### config.mk
export PLATFORM = sky130hd
export DESIGN_NAME = decode_execute_stage_flat
export DESIGN_NICKNAME = d
export VERILOG_FILES = /design/src/rtl/decode_execute_stage_if.sv /design/src/rtl/decode_execute_stage.sv /design/src/flat_wrapper.sv
export SDC_FILE = /design/constraint.sdc
export NUM_CORES = 1
export LEC_CHECK = 0
export BUFFER_PORTS_ARGS = -buffer_cell sky130_fd_sc_hd__buf_2
export CORE_ASPECT_RATIO = 0.75
export CORE_UTILIZATION = 51
export CTS_CLUSTER_SIZE = 12
export DETAILED_ROUTE_END_ITERATION = 10
export PLACE_DENSITY = 0.87
export REMOVE_ABC_BUFFERS = 1
export SYNTH_ARGS = -nofsm -noshare
export SYNTH_HDL_FRONTEND = slang
export SYNTH_SLANG_ARGS = --single-unit
export TNS_END_PERCENT = 10
### constraint.sdc
create_clock -name clk -period 4.3 [get_ports clk]
set_input_delay 0.645 -clock clk [delete_from_list [all_inputs] [get_ports clk]]
set_output_delay 0.645 -clock clk [all_outputs]
set_load 0.01 [all_outputs]
### src/rtl/decode_execute_stage_if.sv
// Bundle between decode, the E-stage register and the forwarding sources.
//   Decode side   : stall, flush, valid_d, RD1_d/RD2_d, A1_d/A2_d/A3_d, Imm_d, control bits.
//   Forwarding    : ALUResult_m/WA3_m/RegWrite_m (memory), Result_w/WA3_w/RegWrite_w (writeback).
//   Execute side  : SrcA_e, SrcB_e, WriteData_e, WA3_e, control bits, valid_e, load_stall.
// master drives decode/forwarding inputs and observes E outputs; slave is the stage itself.
interface decode_execute_stage_if #(
  parameter int unsigned N = 32
);
  logic         stall;
  logic         flush;
  logic         valid_d;
  logic [N-1:0] RD1_d;
  logic [N-1:0] RD2_d;
  logic [3:0]   A1_d;
  logic [3:0]   A2_d;
  logic [3:0]   A3_d;
  logic [N-1:0] Imm_d;
  logic         RegWrite_d;
  logic         MemWrite_d;
  logic         MemtoReg_d;
  logic         ALUSrc_d;
  logic [1:0]   ALUControl_d;

  logic [N-1:0] ALUResult_m;
  logic [3:0]   WA3_m;
  logic         RegWrite_m;
  logic [N-1:0] Result_w;
  logic [3:0]   WA3_w;
  logic         RegWrite_w;

  logic [N-1:0] SrcA_e;
  logic [N-1:0] SrcB_e;
  logic [N-1:0] WriteData_e;
  logic [3:0]   WA3_e;
  logic         RegWrite_e;
  logic         MemWrite_e;
  logic         MemtoReg_e;
  logic [1:0]   ALUControl_e;
  logic         valid_e;
  logic         load_stall;

  modport master (
    output stall, flush, valid_d, RD1_d, RD2_d, A1_d, A2_d, A3_d, Imm_d,
           RegWrite_d, MemWrite_d, MemtoReg_d, ALUSrc_d, ALUControl_d,
           ALUResult_m, WA3_m, RegWrite_m, Result_w, WA3_w, RegWrite_w,
    input  SrcA_e, SrcB_e, WriteData_e, WA3_e, RegWrite_e, MemWrite_e, MemtoReg_e,
           ALUControl_e, valid_e, load_stall
  );

  modport slave (
    input  stall, flush, valid_d, RD1_d, RD2_d, A1_d, A2_d, A3_d, Imm_d,
           RegWrite_d, MemWrite_d, MemtoReg_d, ALUSrc_d, ALUControl_d,
           ALUResult_m, WA3_m, RegWrite_m, Result_w, WA3_w, RegWrite_w,
    output SrcA_e, SrcB_e, WriteData_e, WA3_e, RegWrite_e, MemWrite_e, MemtoReg_e,
           ALUControl_e, valid_e, load_stall
  );
endinterface

### src/rtl/decode_execute_stage.sv
// Decode/execute pipeline register with M/W operand forwarding and load-use detection.
//   clk   : clock, all state changes on the rising edge
//   rst   : synchronous active-high reset, clears the stage to an empty bubble
//   io_de : decode_execute_stage_if.slave -- decode inputs, stall/flush, M/W forwarding
//           sources in; forwarded operands, E-stage control and load_stall out
module decode_execute_stage #(
  parameter int unsigned N = 32
) (
  input logic                         clk,
  input logic                         rst,
  decode_execute_stage_if.slave       io_de
);

  // R15 holds the PC; its reads are never satisfied by forwarding.
  localparam logic [3:0] PcReg = 4'hF;

  logic         r_valid;
  logic [N-1:0] r_rd1;
  logic [N-1:0] r_rd2;
  logic [3:0]   r_a1;
  logic [3:0]   r_a2;
  logic [3:0]   r_a3;
  logic [N-1:0] r_imm;
  logic         r_regwrite;
  logic         r_memwrite;
  logic         r_memtoreg;
  logic         r_alusrc;
  logic [1:0]   r_aluctrl;

  logic [N-1:0] w_fwd_a;
  logic [N-1:0] w_fwd_b;

  always_ff @(posedge clk) begin
    if (rst || io_de.flush) begin
      r_valid    <= 1'b0;
      r_rd1      <= '0;
      r_rd2      <= '0;
      r_a1       <= '0;
      r_a2       <= '0;
      r_a3       <= '0;
      r_imm      <= '0;
      r_regwrite <= 1'b0;
      r_memwrite <= 1'b0;
      r_memtoreg <= 1'b0;
      r_alusrc   <= 1'b0;
      r_aluctrl  <= '0;
    end else if (!io_de.stall) begin
      r_valid    <= io_de.valid_d;
      r_rd1      <= io_de.RD1_d;
      r_rd2      <= io_de.RD2_d;
      r_a1       <= io_de.A1_d;
      r_a2       <= io_de.A2_d;
      r_a3       <= io_de.A3_d;
      r_imm      <= io_de.Imm_d;
      // An empty decode slot enters as a bubble: no side effects downstream.
      r_regwrite <= io_de.valid_d & io_de.RegWrite_d;
      r_memwrite <= io_de.valid_d & io_de.MemWrite_d;
      r_memtoreg <= io_de.valid_d & io_de.MemtoReg_d;
      r_alusrc   <= io_de.valid_d & io_de.ALUSrc_d;
      r_aluctrl  <= io_de.valid_d ? io_de.ALUControl_d : 2'b00;
    end
  end

  // Memory stage is younger than writeback, so it wins when both match.
  always_comb begin
    w_fwd_a = r_rd1;
    if (io_de.RegWrite_m && (io_de.WA3_m == r_a1) && (r_a1 != PcReg)) begin
      w_fwd_a = io_de.ALUResult_m;
    end else if (io_de.RegWrite_w && (io_de.WA3_w == r_a1) && (r_a1 != PcReg)) begin
      w_fwd_a = io_de.Result_w;
    end
  end

  always_comb begin
    w_fwd_b = r_rd2;
    if (io_de.RegWrite_m && (io_de.WA3_m == r_a2) && (r_a2 != PcReg)) begin
      w_fwd_b = io_de.ALUResult_m;
    end else if (io_de.RegWrite_w && (io_de.WA3_w == r_a2) && (r_a2 != PcReg)) begin
      w_fwd_b = io_de.Result_w;
    end
  end

  assign io_de.SrcA_e       = w_fwd_a;
  assign io_de.SrcB_e       = r_alusrc ? r_imm : w_fwd_b;
  assign io_de.WriteData_e  = w_fwd_b;
  assign io_de.WA3_e        = r_a3;
  assign io_de.RegWrite_e   = r_regwrite;
  assign io_de.MemWrite_e   = r_memwrite;
  assign io_de.MemtoReg_e   = r_memtoreg;
  assign io_de.ALUControl_e = r_aluctrl;
  assign io_de.valid_e      = r_valid;

  // A load in E cannot forward to a dependent instruction in decode this cycle.
  assign io_de.load_stall = r_valid && r_memtoreg && r_regwrite && io_de.valid_d &&
                            ((io_de.A1_d == r_a3) || (io_de.A2_d == r_a3));

endmodule
### src/flat_wrapper.sv
// flat-port wrapper written by rule: the top's interface ports become plain ports
module decode_execute_stage_flat 
#(
  parameter int unsigned N = 32
)
  (clk, rst, io_de_stall, io_de_flush, io_de_valid_d, io_de_RD1_d, io_de_RD2_d, io_de_A1_d, io_de_A2_d, io_de_A3_d, io_de_Imm_d, io_de_RegWrite_d, io_de_MemWrite_d, io_de_MemtoReg_d, io_de_ALUSrc_d, io_de_ALUControl_d, io_de_ALUResult_m, io_de_WA3_m, io_de_RegWrite_m, io_de_Result_w, io_de_WA3_w, io_de_RegWrite_w, io_de_SrcA_e, io_de_SrcB_e, io_de_WriteData_e, io_de_WA3_e, io_de_RegWrite_e, io_de_MemWrite_e, io_de_MemtoReg_e, io_de_ALUControl_e, io_de_valid_e, io_de_load_stall);
  decode_execute_stage_if #(.N(N)) io_de_i ();
  input logic clk;
  input logic rst;
  input wire logic [$bits(io_de_i.stall)-1:0] io_de_stall;
  input wire logic [$bits(io_de_i.flush)-1:0] io_de_flush;
  input wire logic [$bits(io_de_i.valid_d)-1:0] io_de_valid_d;
  input wire logic [$bits(io_de_i.RD1_d)-1:0] io_de_RD1_d;
  input wire logic [$bits(io_de_i.RD2_d)-1:0] io_de_RD2_d;
  input wire logic [$bits(io_de_i.A1_d)-1:0] io_de_A1_d;
  input wire logic [$bits(io_de_i.A2_d)-1:0] io_de_A2_d;
  input wire logic [$bits(io_de_i.A3_d)-1:0] io_de_A3_d;
  input wire logic [$bits(io_de_i.Imm_d)-1:0] io_de_Imm_d;
  input wire logic [$bits(io_de_i.RegWrite_d)-1:0] io_de_RegWrite_d;
  input wire logic [$bits(io_de_i.MemWrite_d)-1:0] io_de_MemWrite_d;
  input wire logic [$bits(io_de_i.MemtoReg_d)-1:0] io_de_MemtoReg_d;
  input wire logic [$bits(io_de_i.ALUSrc_d)-1:0] io_de_ALUSrc_d;
  input wire logic [$bits(io_de_i.ALUControl_d)-1:0] io_de_ALUControl_d;
  input wire logic [$bits(io_de_i.ALUResult_m)-1:0] io_de_ALUResult_m;
  input wire logic [$bits(io_de_i.WA3_m)-1:0] io_de_WA3_m;
  input wire logic [$bits(io_de_i.RegWrite_m)-1:0] io_de_RegWrite_m;
  input wire logic [$bits(io_de_i.Result_w)-1:0] io_de_Result_w;
  input wire logic [$bits(io_de_i.WA3_w)-1:0] io_de_WA3_w;
  input wire logic [$bits(io_de_i.RegWrite_w)-1:0] io_de_RegWrite_w;
  output wire logic [$bits(io_de_i.SrcA_e)-1:0] io_de_SrcA_e;
  output wire logic [$bits(io_de_i.SrcB_e)-1:0] io_de_SrcB_e;
  output wire logic [$bits(io_de_i.WriteData_e)-1:0] io_de_WriteData_e;
  output wire logic [$bits(io_de_i.WA3_e)-1:0] io_de_WA3_e;
  output wire logic [$bits(io_de_i.RegWrite_e)-1:0] io_de_RegWrite_e;
  output wire logic [$bits(io_de_i.MemWrite_e)-1:0] io_de_MemWrite_e;
  output wire logic [$bits(io_de_i.MemtoReg_e)-1:0] io_de_MemtoReg_e;
  output wire logic [$bits(io_de_i.ALUControl_e)-1:0] io_de_ALUControl_e;
  output wire logic [$bits(io_de_i.valid_e)-1:0] io_de_valid_e;
  output wire logic [$bits(io_de_i.load_stall)-1:0] io_de_load_stall;
  assign io_de_i.stall = io_de_stall;
  assign io_de_i.flush = io_de_flush;
  assign io_de_i.valid_d = io_de_valid_d;
  assign io_de_i.RD1_d = io_de_RD1_d;
  assign io_de_i.RD2_d = io_de_RD2_d;
  assign io_de_i.A1_d = io_de_A1_d;
  assign io_de_i.A2_d = io_de_A2_d;
  assign io_de_i.A3_d = io_de_A3_d;
  assign io_de_i.Imm_d = io_de_Imm_d;
  assign io_de_i.RegWrite_d = io_de_RegWrite_d;
  assign io_de_i.MemWrite_d = io_de_MemWrite_d;
  assign io_de_i.MemtoReg_d = io_de_MemtoReg_d;
  assign io_de_i.ALUSrc_d = io_de_ALUSrc_d;
  assign io_de_i.ALUControl_d = io_de_ALUControl_d;
  assign io_de_i.ALUResult_m = io_de_ALUResult_m;
  assign io_de_i.WA3_m = io_de_WA3_m;
  assign io_de_i.RegWrite_m = io_de_RegWrite_m;
  assign io_de_i.Result_w = io_de_Result_w;
  assign io_de_i.WA3_w = io_de_WA3_w;
  assign io_de_i.RegWrite_w = io_de_RegWrite_w;
  assign io_de_SrcA_e = io_de_i.SrcA_e;
  assign io_de_SrcB_e = io_de_i.SrcB_e;
  assign io_de_WriteData_e = io_de_i.WriteData_e;
  assign io_de_WA3_e = io_de_i.WA3_e;
  assign io_de_RegWrite_e = io_de_i.RegWrite_e;
  assign io_de_MemWrite_e = io_de_i.MemWrite_e;
  assign io_de_MemtoReg_e = io_de_i.MemtoReg_e;
  assign io_de_ALUControl_e = io_de_i.ALUControl_e;
  assign io_de_valid_e = io_de_i.valid_e;
  assign io_de_load_stall = io_de_i.load_stall;
  decode_execute_stage #(.N(N)) u_core (.clk(clk), .rst(rst), .io_de(io_de_i));
endmodule
==> results of run 1 <==
## final cells by class
| cell class | instances | area (µm²) | area share, % |
|---|---|---|---|
| tap | 162 | 203 | 2.36 |
| multi-input combinational | 566 | 3600 | 41.8 |
| timing repair buffer | 311 | 1630 | 19.0 |
| clock inverter | 12 | 274 | 3.19 |
| sequential | 115 | 2300 | 26.8 |
| inverter | 33 | 124 | 1.44 |
| antenna | 1 | 2.50 | 0.0291 |
| clock buffer | 20 | 467 | 5.43 |
## per-layer routing
| metal | track usage [%] | vias to the layer above | share of wire [%] | wire length (µm) |
|---|---|---|---|---|
| li1 | - | 3230 | - | - |
| met1 | 37.1 | 3133 | 41 | 8390 |
| met2 | 56.3 | 323 | 49 | 9930 |
| met3 | 7.27 | 40 | 7.7 | 1580 |
| met4 | 13.9 | 0 | 2.4 | 497 |
| met5 | 0 | - | 0 | 0 |
## worst max-delay path: stages (launching register included)
cell and delay, ps:
dfxtp_1 520, inv_2 60, a222oi_1 520, buf_4 450
nand3_1 170, a211oi_1 490, o31ai_1 120, buf_2 150
## cell usage in the layout (no fill, tap or decap), types with 2 or more instances in the layout
master,n
buf_2,298
o31ai_1,32
or2_2,3
clkinv_4,3
clkbuf_8,3
nand2b_1,2
nand3_1,5
and3_1,2
a31oi_1,30
mux2i_1,140
xnor2_1,17
a21oi_1,2
bufinv_16,8
nand4_1,5
a21oi_4,2
clkbuf_16,17
buf_12,3
nor2_1,179
and4_1,3
o21ai_0,33
nand2_1,66
a211oi_1,32
buf_4,9
inv_1,32
a22oi_1,6
dfxtp_1,114
## path summary, 6_finish.rpt
kind                           end  cells after the start  slack [ps]             start
hold reg to reg   u_core.r_rd2[16]                      2         490  u_core.r_rd2[16]
setup reg to reg   u_core.r_alusrc                      3        2680   u_core.r_alusrc
setup / recovery  io_de_SrcB_e[19]                      7         740    u_core.r_a2[2]
hold / removal    u_core.r_rd1[27]                      3         470   io_de_RD1_d[27]
## stage by stage
| stage | instances | hold WS (ps) | power [mW] |
|---|---|---|---|
| finish | 1220 | 470 | 3.35 |
| global route | 1219 | 461 | 3.46 |
| CTS | 1219 | 456 | 3.36 |
| detailed placement | 1187 | 483 | 1.61 |
| global placement | 1187 | 474 | 1.60 |
| floorplan | 714 | 463 | 1.36 |
## flip-flops by register name, indices dropped and copies added, names as in the netlist
| signal | flops |
|---|---|
| u_core.io_de.WA3_e | 4 |
| u_core.r_rd1 | 32 |
| u_core.io_de.MemWrite_e | 1 |
| u_core.r_alusrc | 1 |
| u_core.r_a2 | 4 |
| u_core.io_de.valid_e | 1 |
| u_core.r_a1 | 4 |
| u_core.io_de.ALUControl_e | 2 |
| u_core.r_rd2 | 32 |
| u_core.r_imm | 32 |
| u_core.io_de.RegWrite_e | 1 |
| u_core.io_de.MemtoReg_e | 1 |
## power groups by stage
| stage | logic (mW) | registers [mW] | clock network [mW] |
|---|---|---|---|
| 6_report | 0.466 | 1.13 | 1.76 |
| 5_1_grt | 0.504 | 1.13 | 1.83 |
| 4_1_cts | 0.464 | 1.13 | 1.77 |
| 3_5_place_dp | 0.459 | 1.15 | 0 |
| 3_3_place_gp | 0.451 | 1.15 | 0 |
| 2_1_floorplan | 0.221 | 1.14 | 0 |
## cell families (layout without fill, tap and decap cells)
family	Yosys count	after routing	share of synthesized area, %
DFF	115	115	37.0
xor gates and xnor gates	18	18	2.54
other	0	1	0
buffers and inverters	94	376	5.84
AOI/OAI and AO/OA	140	140	14.9
and+or+nand+nor	268	268	17.1
muxes	140	140	22.5
==> results.md, run 1 <==
- I/O Pins: 300
- Post-route cell area: ~8600 µm²
- Synthesis-to-layout area growth: 38.3%
- H-tree levels: 4
- Sequential fraction of the synthesis area: approximately 37%
- Die ar.: 12600 µm²
- Pre-CTS worst setup slack: just under 1000 ps
- Net Switching: 785 µW
- Status: complete, no violations
- DRT antenna net count: 0
- Worst setup path category: reg -> out
- Syn Area/Cell: 8.02 µm²
- Unrepaired setup endpoints after global routing: false
- Worst clock skew: 0 ps
- Clk_lat worst skew: 400 ps
- Final min period: 3560 ps
- DR WL/cell: between 15 and 20 µm
- Async S/R FF share, synth: 0%
- Number of synthesized flops with an enable pin: 0
- Port buffer count: 299
- Clock-pin slew on the worst setup and hold paths: 60 ps
- TNS Setup: 0 ps
- Setup Buffers After CTS: 0
- Cells after synthesis: roughly 780
- Maximum VDD drop: 0.455 mV
- CP Max Fanout: 33
- Power share of the clock group: a little over half
- DIE HEIGHT: 97.6 µm
- Final HPWL DP: between 10000 and 15000 µm
- Comb power frac: around 14%
- Drt via density: approximately 5.5
- Starting Density: 53.0%
- Synth Flop Type: dfxtp_1
- Top cells by count, synth: 179 x nor2_1, 140 x mux2i_1, 115 x dfxtp_1, 66 x nand2_1, 40 x clkbuf_1
- Placed Area: 7860 µm²
- Count leader, synth: nor2_1
- Die width: 129 µm
- Period utilization: 82.8%
- Gr ovfl total: 0
- Critical Path End Type: output port
- Global-route wire length before repair: 31700 µm
- Final design utilization: 73.2%
- WP data arrival: between 2000 and 3000 ps
- Switching share of power: 23.4%
- Initial antenna violation count: 1
- Global Route Usage Sum: 32.1%
- 1st-iter DRT viols: 365
- # clock sinks: 115
- Flops & latches, synth: 115
- Final Wtd Congestion: 0.841
- Largest net degree at the start of global routing: 81
- Yosys cell types: 28
- Critical Path Start Type: flip-flop
- Layout cell share with drive strength beyond 1: 33.3%
- PostCTS Resize Cnt: 0
- FILL cells: 900
- Max-Slew Margin vs Limit: 40.0%
- Worst Tran Pin Value: 900 ps
- Cell Pwr Density: 390 nW/µm²
- CP required: about 3700 ps
- Hold Vio Cnt, Final: 0
- Num CTS Buffers: 17
- Leading area contributor after synthesis: dfxtp_1
- Worst Slack Setup Final: 740 ps
- P_leak: between 4 and 5 nW
- Synthesis warning total: 0
- Slew Viols, Final: 0
- Top post-synthesis cells by area: dfxtp_1 37%, mux2i_1 23%, nor2_1 11%
- CTS max path bufs: 2
- Cell internal pwr: 2.57 mW
- Core Region: around 12000 µm²
- Sequential share of power: 33.6%
- Cell area after synthesis: a little over 6000 µm²
- Cts hold-fix bufs: 0
- Maximum clock rate: 281 MHz
- Vias in the first global route: 6572
- Routed WL: about 20000 µm
- HP Class: in -> reg
- DR DRC count: 0
- Vias: just under 7000
- Router iterations before antenna repair: 4
- Root buffer cell: clkbuf_16
- Total of max-cap violations: 0
- Final setup fails: 0
- Final nets: 1237
- Post-synth top area share: 37.0%
- Number of core rows: 34
- CTS tree: built
Note: power is estimated with default switching activity, not from simulation.
==> run 2: changes to the inputs <==
ABC_AREA = 1   (was default)
CORE_UTILIZATION = 43   (was 51)
PLACE_DENSITY = 0.77   (was 0.87)
clock period = 3.2 ns   (was 4.3 ns; I/O delays follow)
==> run 2 against run 1 <==
Compared with the run above:
- critical endpoint is now io_de_SrcB_e[15]
- largest power group unchanged
- power grew 20%
- clock-buffer cell count unchanged
- combinational power is 49% higher
- register-to-register slack got worse by 580 ps
- utilization decreased by 15 points
- via count increased by 19%
- cell count grew 29%
- wire length increased by 15%
- synthesized cell count increased by 41%
- sequential power is 34% higher
- largest cell class unchanged
==> results.md, run 2 <==
- Root buffer cell: clkbuf_16
- Final Wtd Congestion: a little under 0.9
- Comb power frac: 17.3%
- Power share of the clock group: 45.2%
- I/O Pins: 300
- Count leader, synth: nand2_1
- Max-Slew Margin vs Limit: 51.0%
- Syn Area/Cell: 6.12 µm²
- HP Class: in -> reg
- Most used cell, CP: nand2_1
- Cts hold-fix bufs: 0
- Hold Vio Cnt, Final: 0
- PostCTS Resize Cnt: 0
- Top post-synthesis cells by area: dfxtp_1 34%, nand2_1 24%, nand3_1 7.3%
- Worst Reg-to-Reg Cells: 3
- CTS max path bufs: 2
- TNS Setup: 0 ps
- Num CTS Buffers: 17
- Placed Area: 8270 µm²
- Sequential fraction of the synthesis area: around a third
- CP Max Fanout: 32
- # clock sinks: 115
- Slew Viols, Final: 0
- Router iterations before antenna repair: 5
- DRT antenna net count: 0
- Maximum clock rate: 346 MHz
- P_leak: ~4.7 nW
- Vias: 7985
- Worst setup startpoint: u_core.r_a2[3]
- R2r setup slk: 2100 ps
- DIE HEIGHT: 110 µm
- Post-route cell area: between 8000 and 9000 µm²
- Cells after synthesis: 1091
- Drt via density: 5.09
- Number of core rows: 39
- Commonest non-fill, non-tap cell in the layout: nand2_1
- Cell internal pwr: between 2 and 3 mW
- 1st-iter DRT viols: around 670
- DR WL/cell: 15.0 µm
- Period utilization: between 90% and 100%
- Commonest cells after routing, fill and taps aside: 434 x nand2_1, 298 x buf_2, 114 x dfxtp_1
- Clk_lat worst skew: 400 ps
- Critical Path End Type: output port
- Layout cell share with drive strength beyond 1: 26.3%
- Worst setup path category: reg -> out
- FF-to-FF End: u_core.r_alusrc
- CP required: 2720 ps
- Buf/Inv on CP: 2
- Async S/R FF share, synth: 0%
- Net Switching: 1.11 mW
- Clock-pin slew on the worst setup and hold paths: 60 ps
- Die width: 146 µm
- Leading area contributor after synthesis: dfxtp_1
- Final HPWL DP: 15600 µm
- Final setup fails: 0
- Port buffer count: 299
- Slowest cell on crit path: nand3_4
- H-tree levels: 4
- Initial antenna violation count: 0
- CTS tree: built
- Sequential share of power: between 30% and 40%
- Unrepaired setup endpoints after global routing: false
- Routed WL: 23500 µm
- Switching share of power: 27.6%
- Post-synth top area share: 34.5%
- Synthesis warning total: 0
- Cell area after synthesis: between 6000 and 7000 µm²
- Gr ovfl total: 0
- CP top delay family: simple AND/OR/NAND/NOR gates
- Global-route wire length before repair: 36100 µm
- Status: complete, no violations
- Starting Density: 44.0%
- Vias in the first global route: 7161
- Inserted Diodes: 0
- DR DRC count: 0
- Top cells by count, synth: 434 x nand2_1, 115 x dfxtp_1, 108 x inv_1, 97 x nand3_1, 79 x a21oi_1
- Critical path depth in cells: 10
- Yosys cell types: 25
- Global Route Usage Sum: 28.7%
- Setup Buffers After CTS: 0
- Number of synthesized flops with an enable pin: 0
- WP data arrival: 2410 ps
- Core Region: 15200 µm²
- End of the critical path: io_de_SrcB_e[15]
- Worst Hold Slack: 319 ps
- Largest net degree at the start of global routing: around 150
- Worst Tran Pin Value: 734 ps
- Final min period: 2890 ps
- Crit-path cells: inv_2, nand2_1, nand2_1, nor2_4, nand3_4, nand2_1, nand3_1, nand3_1, nand2_1, buf_2
- Die ar.: roughly 16000 µm²
- Biggest regs: u_core.r_imm (32), u_core.r_rd1 (32), u_core.r_rd2 (32)
- Synth Flop Type: dfxtp_1
- Flops & latches, synth: 115
- Cell Pwr Density: around 460 nW/µm²
- Worst clock skew: 0 ps
- Synthesis-to-layout area growth: 32.3%
- Final nets: ~1500
- Critical Path Start Type: flip-flop
- RR Startpoint: u_core.r_alusrc
- Final Power: 4.02 mW
- Total of max-cap violations: 0
- Maximum VDD drop: about 0.4 mV
- Crit-path max cell delay: 460 ps
==> run 2: cell count changes after synthesis, sizes merged, moves of 31 or more <==
cell,before,now
and2,1,32
nand2,66,434
nor2,179,50
o31ai,32,0
inv,33,115
nand3,5,99
nand4,5,36
a21oi,4,79
mux2i,140,0
==> run 2: layout make-up <==
cell class | count | area, µm²
Fill cell | 1509 | 6340
Sequential cell | 115 | 2300
Timing Repair Buffer | 316 | 1680
Clock inverter | 10 | 111
Multi-Input combinational cell | 787 | 3610
Clock buffer | 20 | 447
Inverter | 115 | 432
Tap cell | 205 | 256
==> run 2: metrics by stage <==
step | util, % | worst slack [ps] | cells
final | 58.2 | 314 | 1568
after global routing | 58.2 | 76.8 | 1568
after CTS | 58.2 | 306 | 1568
after floorplan | - | 616 | 1017
after detailed placement | 54.5 | 596 | 1538
after global placement | 54.5 | 634 | 1538
==> run 2: worst register-to-register path, stage by stage (launching register included) <==
cell and delay, ps:
dfxtp_2 320, buf_4 430, nand2_1 110, a21oi_1 160
==> run 2: how the worst min path moves through the flow <==
| stage | startpoint | to | slack, ps | cells after the start |
|---|---|---|---|---|
| 3_5_place_dp | u_core.r_rd1[5] | u_core.r_rd1[5] | 450 | 2 |
| 2_1_floorplan | u_core.r_rd1[0] | u_core.r_rd1[0] | 440 | 2 |
| 4_1_cts | io_de_Imm_d[0] | u_core.r_imm[0] | 300 | 3 |
| 6_report | io_de_RD2_d[31] | u_core.r_rd2[31] | 320 | 3 |
| 3_3_place_gp | u_core.r_imm[18] | u_core.r_imm[18] | 450 | 2 |
| 5_1_grt | io_de_Imm_d[0] | u_core.r_imm[0] | 310 | 3 |
==> run 2: cells by family after synthesis <==
group | synth area share, %
compound gates | 11.0
buf+inv | 11.7
simple gates | 41.5
xor+xnor | 1.31
flops | 34.5
==> run 2: metal layers <==
layer | up-vias | track usage [%] | wire length [µm]
met5 | - | 0 | 0
met4 | 0 | 12.5 | 435
met3 | 42 | 5.85 | 2090
met2 | 385 | 47.5 | 10700
met1 | 3580 | 36.6 | 10300
li1 | 3978 | - | -
==> run 2: power groups by stage <==
stage	logic, mW	registers [mW]	clock network, mW
finish	0.696	1.51	1.82
detailed placement	0.687	1.54	0
CTS	0.691	1.51	1.84
global route	0.774	1.51	1.90
floorplan	0.329	1.54	0
global placement	0.680	1.54	0
==> run 3: changes to the inputs <==
CORE_UTILIZATION = 40   (was 43)
PLACE_DENSITY = 0.72   (was 0.77)
==> run 3 against run 2 <==
Compared with the run above:
- final area rose by 1.0%
- combinational power hardly changed
- worst hold slack worse by 8.1 ps
- cell count up 0.64%
- largest power group unchanged
- non-clock buffer count increased by 1
- maximum frequency up 3.0%
- sequential share of layout area fell by 0.27 points
- global-route usage decreased by 1.4 points
- via count decreased by 0.60%
- sequential power hardly changed
- critical path type unchanged
==> results.md, run 3 (synthesis gave the netlist of run 2 again) <==
- Core Region: 16200 µm²
- Vias in the first global route: approximately 7000
- # clock sinks: ~120
- Final Power: 4.25 mW
- CP top delay family: simple AND/OR/NAND/NOR gates
- Commonest non-fill, non-tap cell in the layout: nand2_1
- Worst clock skew: 0 ps
- 1st-iter DRT viols: 510
- Worst Tran Pin Value: 698 ps
- Critical Path Start Type: flip-flop
- Clk_lat worst skew: 410 ps
- Num CTS Buffers: 17
- Layout cell share with drive strength beyond 1: 26.6%
- FF-to-FF End: u_core.r_alusrc
- Number of core rows: 40
- P_leak: 4.76 nW
- Unrepaired setup endpoints after global routing: false
- Post-route cell area: approximately 8900 µm²
- PostCTS Resize Cnt: 0
- Placed Area: 8280 µm²
- Crit-path max cell delay: 430 ps
- Final min period: 2800 ps
- Biggest regs: u_core.r_imm (32), u_core.r_rd1 (32), u_core.r_rd2 (32)
- Starting Density: 41.3%
- CP required: between 2000 and 3000 ps
- Router iterations before antenna repair: 9
- Cts hold-fix bufs: 0
- WP data arrival: 2320 ps
- Maximum VDD drop: roughly 0.34 mV
- Final HPWL DP: around 16000 µm
- Global-route wire length before repair: 36500 µm
- Maximum clock rate: 357 MHz
- Largest net degree at the start of global routing: about 150
- Worst Hold Slack: 311 ps
- Worst Hold Depth: 3
- FILL cells: 1659
- Initial antenna violation count: 4
- Slowest cell on crit path: dfxtp_1
- Routed WL: 23700 µm
- Cell Pwr Density: 476 nW/µm²
- Period utilization: 87.6%
- Max-Slew Margin vs Limit: a little over half
- Crit-path cells: nand4_1, nand3_1, nor2_1, nand2_2, buf_4, nand2_1, nand3_1, nand2_1, buf_2
- Drt via density: 5.03
- Synthesis-to-layout area growth: 33.6%
- HP Start: io_de_Imm_d[1]
- CTS tree: built
- Final setup fails: 0
- Hold Path Sink: u_core.r_imm[1]
- DIE HEIGHT: roughly 110 µm
- DR DRC count: 0
- Total of max-cap violations: 0
- HP Class: in -> reg
- Buf/Inv on CP: 2
- Critical Path End Type: output port
- Vias: 7937
- Slew Viols, Final: 0
- H-tree levels: 4
- TNS Setup: 0 ps
- DRT antenna net count: 0
- DR WL/cell: approximately 15 µm
- CTS max path bufs: 2
- Final nets: between 1500 and 2000
- Die width: 151 µm
- RR Startpoint: u_core.r_alusrc
- Root buffer cell: clkbuf_16
- Worst setup path category: reg -> out
- Setup Buffers After CTS: 0
- Commonest cells after routing, fill and taps aside: 432 x nand2_1, 298 x buf_2, 114 x dfxtp_1
- Die ar.: roughly 17000 µm²
- Status: complete, no violations
- Cell Count, Final, Fillers Out: 1578
- Worst Reg-to-Reg Cells: 3
- Hold Vio Cnt, Final: 0
- Gr ovfl total: 0
- CP Max Fanout: 17
- Final Wtd Congestion: 0.886
- Cells after DPL: 1544
- R2r setup slk: 2140 ps
- Clock-pin slew on the worst setup and hold paths: 60 ps
- Global Route Usage Sum: between 20% and 30%
- I/O Pins: 300
- Port buffer count: 299
[run 3: cell count changes in the layout (fill, tap and decap cells not counted), sizes merged]
cell	delta
clkinv	-1
diode	+3
clkinvlp	-2
buf	+1
clkbuf	+2
bufinv	+2
[run 3: through the flow]
stage                     utilization (%)  setup WS [ps]
final                                55.2            397
after global routing                 55.2            268
after CTS                            55.2            392
after detailed placement             51.2            660
after global placement               51.2            689
after floorplan                         -            616
[run 3: worst min-delay path, cell delays in order]
cell and delay [ps]:
buf_2 100, nand2_1 50, a21oi_1 50
[run 3: worst max-delay path by stage]
stage                                   to  cells after the start      startpoint
after CTS                 io_de_SrcA_e[30]                      9  u_core.r_a1[2]
after global routing      io_de_SrcA_e[27]                     11  u_core.r_a1[0]
after detailed placement   io_de_SrcB_e[2]                     10  io_de_WA3_m[0]
after floorplan            io_de_SrcA_e[0]                      9  io_de_WA3_w[0]
final                     io_de_SrcA_e[30]                      9  u_core.r_a1[2]
after global placement     io_de_SrcB_e[2]                     10  io_de_WA3_m[3]
[run 3: cell type report]
class                   instances  area, µm²  share of cell area, %
repair buffers                317       1670                   18.7
multi-input cells             787       3610                   40.5
well taps                     210        263                   2.94
diodes                          3       7.51                 0.0841
clock buffers                  22        484                   5.43
flip-flops and latches        115       2300                   25.8
clock inverters                 9        151                   1.70
inverters                     115        432                   4.84
[run 3: layer usage]
metal	up-vias	share of wire [%]	wire, µm	global-route usage, %
met2	394	45	10600	43.3
met3	33	9.5	2260	6.52
met4	4	1.5	352	9.33
li1	3981	-	-	-
met1	3525	44	10500	36.3
met5	-	0.11	26	0
[run 3: power breakdown]
| group | total (mW) | leakage, nW | internal (mW) | switching [mW] |
|---|---|---|---|---|
| Combinational | 0.699 | 3.51 | 0.279 | 0.420 |
| Sequential | 1.51 | 0.939 | 1.48 | 0.0255 |
| Clock | 2.04 | 0.312 | 1.38 | 0.665 |
| Total | 4.25 | 4.76 | 3.14 | 1.11 |
